$ cat src/rtl/tft_powerdown_seq.sv
// TFT panel power-down sequencer: waits for a frame boundary (or timeout), then
// drops the panel enables one group at a time, STEP_DLY cycles apart.
module tft_powerdown_seq #(
    parameter logic [15:0] STEP_DLY = 16'd1000,
    parameter logic [15:0] FRAME_TO = 16'd50000
) (
    input  logic clk_out,
    input  logic rst,
    input  logic pd_req,
    input  logic frame_end,
    output logic busy,
    output logic pd_done,
    output logic TFT_en,
    output logic de_en,
    output logic disp_en,
    output logic led_en,
    output logic rgb_en,
    output logic pixel_en,
    output logic en_sync
);

    typedef enum logic [2:0] {
        ST_ON         = 3'd0,
        ST_WAIT_FRAME = 3'd1,
        ST_LED_OFF    = 3'd2,
        ST_DISP_OFF   = 3'd3,
        ST_DATA_OFF   = 3'd4,
        ST_TFT_OFF    = 3'd5,
        ST_DONE       = 3'd6
    } state_t;

    // A zero delay is treated as one cycle, so the terminal count is 0 in both cases.
    localparam logic [15:0] STEP_LAST  = (STEP_DLY == 16'd0) ? 16'd0 : STEP_DLY - 16'd1;
    localparam logic [15:0] FRAME_LAST = (FRAME_TO == 16'd0) ? 16'd0 : FRAME_TO - 16'd1;

    state_t      r_state;
    logic [15:0] r_cnt;
    logic        r_busy;
    logic        r_pd_done;
    logic        r_led_en;
    logic        r_disp_en;
    logic        r_data_en;
    logic        r_tft_en;

    logic w_step_hit;
    logic w_frame_hit;

    assign w_step_hit  = (r_cnt == STEP_LAST);
    assign w_frame_hit = (r_cnt == FRAME_LAST);

    always_ff @(posedge clk_out) begin
        if (rst) begin
            r_state   <= ST_ON;
            r_cnt     <= 16'd0;
            r_busy    <= 1'b0;
            r_pd_done <= 1'b0;
            r_led_en  <= 1'b1;
            r_disp_en <= 1'b1;
            r_data_en <= 1'b1;
            r_tft_en  <= 1'b1;
        end else begin
            case (r_state)
                ST_ON: begin
                    r_cnt <= 16'd0;
                    if (pd_req) begin
                        r_state <= ST_WAIT_FRAME;
                        r_busy  <= 1'b1;
                    end
                end
                ST_WAIT_FRAME: begin
                    // frame_end only counts from the first cycle after the request.
                    if (frame_end || w_frame_hit) begin
                        r_state  <= ST_LED_OFF;
                        r_led_en <= 1'b0;
                        r_cnt    <= 16'd0;
                    end else begin
                        r_cnt <= r_cnt + 16'd1;
                    end
                end
                ST_LED_OFF: begin
                    if (w_step_hit) begin
                        r_state   <= ST_DISP_OFF;
                        r_disp_en <= 1'b0;
                        r_cnt     <= 16'd0;
                    end else begin
                        r_cnt <= r_cnt + 16'd1;
                    end
                end
                ST_DISP_OFF: begin
                    if (w_step_hit) begin
                        r_state   <= ST_DATA_OFF;
                        r_data_en <= 1'b0;
                        r_cnt     <= 16'd0;
                    end else begin
                        r_cnt <= r_cnt + 16'd1;
                    end
                end
                ST_DATA_OFF: begin
                    if (w_step_hit) begin
                        r_state  <= ST_TFT_OFF;
                        r_tft_en <= 1'b0;
                        r_cnt    <= 16'd0;
                    end else begin
                        r_cnt <= r_cnt + 16'd1;
                    end
                end
                ST_TFT_OFF: begin
                    if (w_step_hit) begin
                        r_state   <= ST_DONE;
                        r_pd_done <= 1'b1;
                        r_busy    <= 1'b0;
                        r_cnt     <= 16'd0;
                    end else begin
                        r_cnt <= r_cnt + 16'd1;
                    end
                end
                ST_DONE: begin
                    r_cnt     <= 16'd0;
                    r_busy    <= 1'b0;
                    r_pd_done <= 1'b1;
                    r_led_en  <= 1'b0;
                    r_disp_en <= 1'b0;
                    r_data_en <= 1'b0;
                    r_tft_en  <= 1'b0;
                end
                default: begin
                    // Illegal code: park safely with the panel fully off.
                    r_state   <= ST_DONE;
                    r_cnt     <= 16'd0;
                    r_busy    <= 1'b0;
                    r_pd_done <= 1'b1;
                    r_led_en  <= 1'b0;
                    r_disp_en <= 1'b0;
                    r_data_en <= 1'b0;
                    r_tft_en  <= 1'b0;
                end
            endcase
        end
    end

    assign busy     = r_busy;
    assign pd_done  = r_pd_done;
    assign led_en   = r_led_en;
    assign disp_en  = r_disp_en;
    assign de_en    = r_data_en;
    assign rgb_en   = r_data_en;
    assign pixel_en = r_data_en;
    assign en_sync  = r_data_en;
    assign TFT_en   = r_tft_en;

endmodule

$ cat config.mk
export PLATFORM = sky130hd
export DESIGN_NAME = tft_powerdown_seq
export DESIGN_NICKNAME = d
export VERILOG_FILES = /design/src/rtl/tft_powerdown_seq.sv
export SDC_FILE = /design/constraint.sdc
export NUM_CORES = 1
export LEC_CHECK = 0
export CAP_MARGIN = 20
export CORE_MARGIN = 4
export CORE_UTILIZATION = 50
export DETAILED_ROUTE_END_ITERATION = 10
export HOLD_SLACK_MARGIN = 0.06
export PLACE_DENSITY = 0.81
export SYNTH_ARGS = -nofsm -noshare
export SYNTH_HDL_FRONTEND = slang
export SYNTH_SLANG_ARGS = --single-unit
$ cat constraint.sdc
create_clock -name clk_out -period 2.25 [get_ports clk_out]
set_input_delay 0.675 -clock clk_out [delete_from_list [all_inputs] [get_ports clk_out]]
set_output_delay 0.675 -clock clk_out [all_outputs]
set_load 0.01 [all_outputs]
==> tab_implementation.tex <==
\begin{tabular}{lr}
\hline
Metric & Value \\
\hline
\multicolumn{2}{l}{\textbf{Worst setup path}} \\
\quad Worst endpoint data arrival time & 2.27 ns \\
\quad R2r setup slk & 0.19 ns \\
\quad Critical path's slowest cell & or4\_1 \\
\quad CP startpoint kind & flop \\
\quad Worst reg-to-reg path cell count & 5 \\
\quad WS Path Type & flop to flop \\
\quad Crit path largest cell delay & 0.53 ns \\
\quad Crit path max fanout & 16 \\
\quad R2r startpoint & r\_cnt[4] \\
\quad Cells along the critical path & or4\_1 -> or3\_1 -> o211ai\_4 -> a211o\_4 -> nor2\_1 \\
\quad CP Data Required Time & 2.46 ns \\
\quad Reg2Reg Capture Point & r\_cnt[13] \\
\quad Crit-path leading delay family & simple AND/OR/NAND/NOR gates \\
\quad Buffer and inverter count on the worst path & 0 \\
\quad Crit. End Element & flop \\
\multicolumn{2}{l}{\textbf{Detailed routing}} \\
\quad First-pass iteration count of the detailed router & 4 \\
\quad Via count of the routed design & 934 \\
\quad DR vias/cell & 5.527 \\
\quad Post-route DRC & 0 \\
\quad Routed wire per std cell & 12.69 um \\
\quad Antenna viol nets, final & 0 \\
\quad Number of DRC markers after the initial detailed-route iteration & 9 \\
\quad Total wire length & 2145 um \\
\multicolumn{2}{l}{\textbf{Timing}} \\
\quad Clock Skews & 0.004164 ns \\
\quad Highest clock rate & 485.5 MHz \\
\quad Portion of the clock cycle consumed by the worst path in the final layout & 91.54\% \\
\quad Worst slew slack as a fraction of its limit & between 60\% and 70\% \\
\quad Setup WS post-layout & 0.1903 ns \\
\quad Post-route minimum period & 2.060 ns \\
\quad Slew of the pin with the lowest slew margin & between 0.5 and 0.6 ns \\
\quad Final count of negative-setup-slack endpoints & 0 \\
\quad Post-Route Setup TNS & 0 ns \\
\quad Final Hold Viols & 0 \\
\quad Worst Hold Slack & 0.4523 ns \\
\quad Unrepaired setup endpoints after global routing & false \\
\quad Number of max-slew violations in the final report & 0 \\
\multicolumn{2}{l}{\textbf{Floorplanning}} \\
\quad \# rows & 17 \\
\quad Die Ht & 56.17 um \\
\quad Initial Utilization & between 50\% and 60\% \\
\quad I/O pins & 13 \\
\quad Die Width & 56.17 um \\
\quad Floorplan die area & between 3000 and 4000 um\^{}2 \\
\quad Area of the core region & 2212 um\^{}2 \\
\multicolumn{2}{l}{\textbf{Finish}} \\
\quad Sequential cell area & 500.5 um\^{}2 \\
\quad Multi-input gate area & 579.3 um\^{}2 \\
\quad Post-layout net count & 147 \\
\quad Area Overhead vs Synth & 11.43\% \\
\quad Share of cells above drive strength 1 & 6.383\% \\
\quad Most common library cell in the layout ignoring fill and taps & dfxtp\_1 \\
\quad Antenna fix cells & 0 \\
\quad Fillcell total & 206 \\
\quad Non-Filler Cell Area, Final & 1292 um\^{}2 \\
\quad Commonest cells after routing, fill and taps aside & dfxtp\_1 (25), nor2\_1 (17), xor2\_1 (12), clkdlybuf4s50\_1 (12), o21ai\_0 (11) \\
\multicolumn{2}{l}{\textbf{Clocking}} \\
\quad Source-to-sink clock delay at the later pin of the worst-skew pair & 0.30 ns \\
\quad Number of resized instances in the post-cts repair step & 0 \\
\quad CTS clk-pin slew, worst paths & 0.13 ns \\
\quad H-tree level count & 1 \\
\quad Root cell of the clock tree & clkbuf\_4 \\
\quad Clock buffer count from CTS & 3 \\
\quad TritonCTS clock tree & built \\
\quad Setup fix buffers added after clock tree synthesis & 0 \\
\quad CTS sink cnt & 25 \\
\quad Number of hold-repair buffers added at the cts stage & 0 \\
\quad Maximum clock insertion buffer count & 2 \\
\multicolumn{2}{l}{\textbf{Synthesis}} \\
\quad Proportion of netlist area held by the largest area contributor & a little over two fifths \\
\quad Syn Nets & 137 \\
\quad Synthesized flop and latch total & 25 \\
\quad Share of the yosys chip area belonging to registers & 43.15\% \\
\quad Post-synthesis cell count & about 130 \\
\quad Number of synthesis warnings & 0 \\
\quad Syn\_area\_per\_cell & 8.787 um\^{}2 \\
\quad Cell area after synthesis & between 1000 and 1500 um\^{}2 \\
\quad Biggest area contributors in the synthesized netlist & dfxtp\_1 (43\%), xor2\_1 (9.1\%), nor2\_1 (5.5\%) \\
\quad Yosys top cell by area & dfxtp\_1 \\
\quad Number of distinct library cells after synthesis & 30 \\
\multicolumn{2}{l}{\textbf{Power}} \\
\quad P per Cell Area & between 500 and 600 nW/um\^{}2 \\
\quad Leakage power of the design & between 0.4 and 0.5 nW \\
\quad Worst supply voltage drop on vdd & roughly 320 uV \\
\quad Final Total Pwr & 0.0007635 W \\
\multicolumn{2}{l}{\textbf{Global route}} \\
\quad Met2 global-route usage & between 20\% and 30\% \\
\quad Global route hottest layer & met2 \\
\quad Number of global-route vias before repair & 960 \\
\quad Wire length of the first global-routing pass & 3864 um \\
\quad Antenna violations before repair & 0 \\
\quad Pin count of the biggest net entering global routing & 17 \\
\quad GRT Residual Overflow & 0 \\
\quad Global routing met1 resource utilization & between 10\% and 20\% \\
\quad Met3 Track Usage GR & under 10\% \\
\quad Global-route total usage across every layer & between 10\% and 20\% \\
\multicolumn{2}{l}{\textbf{Place}} \\
\quad Placed cell areas & 1265 um\^{}2 \\
\quad Final HPWL from detailed placement & 1635 um \\
\quad GP Congestion & slightly below 0.8 \\
\quad Port Buffer Count & 12 \\
\quad Post-placement worst setup slack & 0.2033 ns \\
\multicolumn{2}{l}{\textbf{Min path}} \\
\quad Beginning of the worst hold path & pd\_done \\
\quad Hold path depth & 2 \\
\quad Type of the tightest min-delay check & flop to flop \\
\quad Hold path endpoint & pd\_done \\
\multicolumn{2}{l}{\textbf{Outcome}} \\
\quad Status & completed \\
\multicolumn{2}{l}{\textbf{Flow run}} \\
\quad Number of maximum-capacitance violations & 0 \\
\hline
\end{tabular}
==> kinds of logic (layout without fill, tap and decap cells) <==
| group | Yosys count | count (layout) | share of synthesized area [%] |
|---|---|---|---|
| AO/OA/AOI/OAI | 26 | 26 | 15.97 |
| XOR/XNOR | 14 | 14 | 10.57 |
| adder cells (fa/ha/maj) | 1 | 1 | 1.079 |
| buffers and inverters | 14 | 23 | 6.903 |
| flip-flops | 25 | 25 | 43.15 |
| AND/OR/NAND/NOR | 52 | 52 | 22.33 |
==> metal layers <==
metal  vias to the layer above  share of wire (%)
met1                       441                 44
met3                         6                3.5
met2                        15                 51
li1                        472                  -
met4                         0                2.1
met5                         -                  0
==> worst max-delay path by stage <==
stage	from	to	slack, ns	cells after the start
3_3_place_gp	r_cnt[4]	r_state[1]	0.28	5
3_5_place_dp	r_cnt[4]	r_cnt[13]	0.20	5
2_1_floorplan	r_cnt[4]	r_cnt[6]	0.31	7
5_1_grt	r_cnt[4]	de_en	0.08	5
4_1_cts	r_cnt[4]	r_cnt[13]	0.19	5
6_report	r_cnt[4]	r_cnt[13]	0.19	5
==> sequential cells by signal, indices dropped and copies added (netlist names) <==
register	cells
r_state	3
disp_en	1
de_en	1
busy	1
led_en	1
TFT_en	1
r_cnt	16
pd_done	1
==> layout make-up <==
class / count / area share (%)
Tap cell: 28 / 2.711
Sequential cell: 25 / 38.72
Multi-Input combinational cell: 93 / 44.82
Clock buffer: 3 / 1.742
Clock inverter: 1 / 0.3872
Timing Repair Buffer: 13 / 9.874
Inverter: 6 / 1.742
==> tightest hold or removal path: cells and delay by family, from the launching register on <==
kind / cells / cell delay, ns
buf+inv: 1 / 0.04
flops: 1 / 0.33
compound gates: 1 / 0.05
==> synthesized netlist by cell type <==
library cell and instances:
nand3_1 7, dfxtp_1 25, nor3_2 1, nand4_1 3, o211ai_4 1, xnor2_1 2
buf_6 2, a21o_1 4, a32o_1 1, inv_1 6, or4_1 3, o21ai_0 11
buf_4 3, nor3_1 4, and4_1 2, buf_2 1, clkbuf_1 2, a21oi_1 4
nand2_1 10, or3_1 2, and2_1 2, a211o_2 1, nor4b_1 1, o22ai_1 1
a211o_4 1, a31oi_1 1, xor2_1 12, a311oi_1 1, nor2_1 17, ha_1 1
==> report_power, final <==
group	switching, W	total, W	leakage, nW	internal, W
combinational	0.0000462	0.0000934	0.214	0.0000472
sequential	0.0000220	0.000482	0.203	0.000460
clock	0.000122	0.000189	0.0177	0.0000663
==> per-stage QoR <==
step	instances	utilization, %
after global routing	169	58.43
after detailed placement	165	57.18
final	169	58.43
after floorplan	132	-
after CTS	169	58.43
after global placement	165	57.18
Power figures use the tool's default switching activity.
